--- config.mk ---
export PLATFORM = sky130hd
export DESIGN_NAME = countdown_timer
export DESIGN_NICKNAME = d
export VERILOG_FILES = /design/src/rtl/countdown_timer.sv
export SDC_FILE = /design/constraint.sdc
export NUM_CORES = 1
export LEC_CHECK = 0
export BUFFER_PORTS_ARGS = -buffer_cell sky130_fd_sc_hd__buf_4
export CAP_MARGIN = 20
export CORE_AREA = 2 2 39 41
export DETAILED_ROUTE_END_ITERATION = 12
export DIE_AREA = 0 0 41 43
export PLACE_DENSITY = 0.71
export SLEW_MARGIN = 5
export SYNTH_ARGS = -nofsm -noshare
export SYNTH_HDL_FRONTEND = slang
export SYNTH_SLANG_ARGS = --single-unit
--- constraint.sdc ---
create_clock -name clk -period 2.2 [get_ports clk]
set_input_delay 0.44 -clock clk [delete_from_list [all_inputs] [get_ports clk]]
set_output_delay 0.44 -clock clk [all_outputs]
set_load 0.01 [all_outputs]
--- src/rtl/countdown_timer.sv ---
// countdown_timer: loadable down-counter with a registered terminal-count pulse.
// Optional feature macro: COUNTDOWN_AUTORELOAD_EN (periodic reload instead of
// one-shot expiry).
//
// state   | meaning
// --------+-------------------------------------------------------------
// IDLE    | no count in progress (after reset or a load of 0)
// RUN     | counting down, one step per enabled clock
// EXPIRED | one-shot count finished, count holds 0 until the next load
module countdown_timer #(
  parameter int WIDTH = 5
) (
  input  logic             clk,
  input  logic             rst_,
  input  logic [WIDTH-1:0] data,
  input  logic             load,
  input  logic             enable,
  output logic [WIDTH-1:0] count,
  output logic             tc,
  output logic             busy,
  output logic             zero
);

  typedef enum logic [1:0] {
    IDLE    = 2'd0,
    RUN     = 2'd1,
    EXPIRED = 2'd2
  } state_t;

  state_t           state_q, state_d;
  logic [WIDTH-1:0] count_q, count_d;
  logic             tc_q, tc_d;

`ifdef COUNTDOWN_AUTORELOAD_EN
  // The reload value only matters when the count restarts from it.
  logic [WIDTH-1:0] reload_q, reload_d;

  // Reload register: captured alongside count on every load.
  always_ff @(posedge clk or negedge rst_) begin
    if (!rst_) reload_q <= '0;
    else       reload_q <= reload_d;
  end
`endif

  // State, count and terminal-count registers.
  always_ff @(posedge clk or negedge rst_) begin
    if (!rst_) begin
      state_q <= IDLE;
      count_q <= '0;
      tc_q    <= 1'b0;
    end else begin
      state_q <= state_d;
      count_q <= count_d;
      tc_q    <= tc_d;
    end
  end

  // Next-state logic: load beats enable; only RUN reacts to enable.
  always_comb begin
    state_d  = state_q;
    count_d  = count_q;
    tc_d     = 1'b0;
`ifdef COUNTDOWN_AUTORELOAD_EN
    reload_d = reload_q;
`endif
    if (load) begin
      count_d  = data;
`ifdef COUNTDOWN_AUTORELOAD_EN
      reload_d = data;
`endif
      state_d  = (data != '0) ? RUN : IDLE;
    end else begin
      case (state_q)
        RUN: begin
          if (enable) begin
            if (count_q > WIDTH'(1)) begin
              count_d = count_q - WIDTH'(1);
            end else if (count_q == WIDTH'(1)) begin
              tc_d = 1'b1;
`ifdef COUNTDOWN_AUTORELOAD_EN
              count_d = reload_q;
`else
              count_d = '0;
              state_d = EXPIRED;
`endif
            end else begin
              // A zero count in RUN cannot arise from a load; park safely.
              state_d = IDLE;
            end
          end
        end
        IDLE, EXPIRED: begin
          state_d = state_q;
        end
        default: begin
          state_d = IDLE;
          count_d = '0;
        end
      endcase
    end
  end

  assign count = count_q;
  assign tc    = tc_q;
  assign busy  = (state_q == RUN);
  assign zero  = (count_q == '0);

endmodule

==> summary.md <==
The flow ran to the end, and the final reports show no timing, DRC or antenna violations. For the pin with the worst max-slew slack, the measured transition is 470 ps. From synthesis to final layout, the design area changed by 31.2%. Setup repair after global routing left no endpoint under its margin. Across all layers, the routed design uses 541 vias.

The critical path starts at count[3]. The worst register-to-register path ends at count[2]. The initial utilization of the core area, before any placement, comes to 39.2%.

The core outline area was 1380 um^2. Overall power consumption after layout is estimated at 0.000560 W. The via count of the first global-routing pass is 481, and the average cell area after synthesis is 9.03 um^2. The final total negative setup slack came out at 0 ps.

Measured along the y axis, the die boundary spans 43 um. The clock transition at the registers of the reported paths was 60 ps; the flop-to-flop setup slack was 570 ps. Number of sinks driven by the clock tree: 8. Dividing total power by cell area gives a power density of 789 nW/um^2. The pre-antenna-repair detailed-routing pass consisted of 4 iterations.

The final layout contains routed wiring with a total length of 1320 um. For the finished layout, the period the worst path requires is 1810 ps. The area enclosed by the die boundary is 1760 um^2. TritonCTS built the clock tree. The number of I/O port buffers is 16.

In the synthesized netlist, the number of instances is 60. In the final layout, flip-flops and latches occupy 200 um^2. In the routed design, unresolved DRC markers number 0. The logs give 12 for the number of design-rule violations left by the first detailed-router iteration and 0 for the final-report setup violation count. Endpoint required time on the critical path: 1760 ps. The register bit count reported by yosys is 8. The routed length per placed instance was 13.9 um. Of the available clock period, the critical path in the final layout requires 82.4%. The tools report the startpoint of the worst-slack reg-to-reg timing path as count[0]. The sequential share of the synthesized area is 37.0%. The analysis attributes to cell leakage a power of 0.325 nW.

Static timing analysis puts the maximum clock frequency at 552 MHz. The insertion delay of the later-clocked pin in the worst-skew pair was 270 ps; the area taken by multi-input logic gates was 319 um^2. STA classifies the critical path startpoint as a flip-flop. The run gives 3 as the clock buffer count from CTS. In the layout the commonest cells are buf_4, dfrtp_1, inv_1, nor2_1.

The library cell used most frequently in the layout, excluding fill and tap cells, is buf_4. Worst vdd rail ir drop: 414 uV. The HPWL after detailed placement is 988 um. The count of standard-cell rows was 14. For the number of warnings issued by yosys, the log shows 0. Across the run, the number of max-cap violations was 0. The tools report the total inserted antenna cells as 0. For the hold violation total from the final report, the log shows 0. The number of setup buffers added after CTS was 0.

Number of distinct library cell variants in the gate-level netlist after synthesis: 30. The setup slack after layout was 388 ps. The synthesized netlist occupies a cell area of 542 um^2.

Post-synth net total: 72. Data arrives at the worst endpoint at 1370 ps. The post-route netlist has 27.8% of its cells at a drive strength greater than 1.

Along the worst path, the maximum fanout reaches 7. The global placement routability congestion is 0.843. After filler insertion, the fill cell instance count of the layout stands at 137.

The class of the tightest hold or removal check is in -> reg. Entering global routing, the biggest net connects 17 pins. The final number of max-transition violations came out at 0. Following the worst setup path forward leads to its endpoint at zero. For the post-cts repair resize count, the log shows 0. The run gives 0 as the number of nets with antenna violations after detailed routing. The maximum buffer depth of the clock tree came out at 2.

Per-cell via count in the routed design: 5.69. The final layout contains 93 nets. At the placement stage, the worst setup path has a slack of 625 ps. Global-route wire length before repair: 2140 um.

The tools report the buffer cell driving the clock tree root as clkbuf_4. The total number of H-tree levels was 1; the die extent in x was 41 um. For this design the top-level I/O count stands at 17.

The run gives 18.6% as the total track usage. Kind of critical path: reg -> out. The run gives 0 as the number of antenna violations at the first check in global routing. The tools report the endpoint type of the worst setup path as a primary output. After global routing the overflow that remains totals 0.

The number of cells on the worst reg-to-reg path is 5. Largest clock skew in the final design: 5.99 ps. In this run the most critical hold path is launched from data[2]. The worst pin sits at a relative slew slack of 67.9%.
-- area by class of cell --
cell class                      count  share of cell area [%]
Inverter                            5                    2.64
Multi-Input combinational cell     46                    44.9
Sequential cell                     8                    28.2
Clock buffer                        3                    3.17
Timing Repair Buffer               17                    18.3
Tap cell                           16                    2.82
-- cell usage after synthesis, drive strengths merged --
master	count	area (um^2)
o31ai	1	7.51
ha	3	37.5
a2111oi	1	8.76
nor2b	1	6.26
nand4b	1	8.76
nand3	2	10.0
nor2	5	18.8
o22ai	2	12.5
o311ai	1	8.76
a221o	1	10.0
nand2	5	21.3
a211oi	2	27.5
o21ai	3	15.0
and2	1	6.26
inv	5	18.8
a32oi	1	8.76
clkbuf	1	3.75
dfrtp	8	200
a211o	1	8.76
a21o	1	7.51
nor3	3	26.3
nand2b	2	12.5
a22oi	2	15.0
and3	1	6.26
or4	1	7.51
o21a	1	7.51
a21oi	4	20.0
-- power breakdown --
part / total, W / internal (W) / switching, W
Sequential: 0.000207 / 0.000171 / 0.0000360
Clock: 0.000120 / 0.0000629 / 0.0000568
Combinational: 0.000233 / 0.000109 / 0.000124
Total: 0.000560 / 0.000343 / 0.000217
-- registers in the layout, indices dropped and copies added (netlist names) --
name,cells
count,5
state_q,2
tc,1
-- per-layer routing --
layer	wire length, um	track usage (%)	vias to the layer above
met4	32	12.0	0
li1	-	-	262
met1	599	25.1	251
met3	109	6.28	5
met2	574	24.4	23
met5	0	0	-
-- through the flow --
step	util, %	cell area, um^2	instances	hold slack [ps]
2_1_floorplan	-	542	60	144
3_3_place_gp	49.0	678	91	265
3_5_place_dp	49.0	678	91	266
4_1_cts	51.4	711	95	404
5_1_grt	51.4	711	95	434
6_report	51.4	711	95	404
-- cells by family after synthesis --
| logic type | after synthesis | synth area share [%] |
|---|---|---|
| adder cells (fa/ha/maj) | 3 | 6.93 |
| buffers and inverters | 6 | 4.16 |
| AND/OR/NAND/NOR | 22 | 22.9 |
| flip-flops | 8 | 37.0 |
| AO/OA/AOI/OAI | 21 | 29.1 |
-- worst min path at each step --
stage | endpoint | slack [ps] | cells after the start
final | count[2] | 400 | 3
after global placement | tc | 260 | 1
after global routing | count[0] | 430 | 3
after floorplan | count[0] | 140 | 0
after CTS | count[2] | 400 | 3
after detailed placement | count[3] | 270 | 1
-- worst max-delay path, cell delays in order (launching register included) --
cell and delay [ps]:
dfrtp_1 460, nor3_4 350, and2_1 180, buf_4 110
-- timing repair --
action                                 CTS  global route
setup endpoints to repair                0             0
hold buffers                             1             0
endpoints found under the hold margin    8             0
Note: power is estimated with default switching activity, not from simulation.
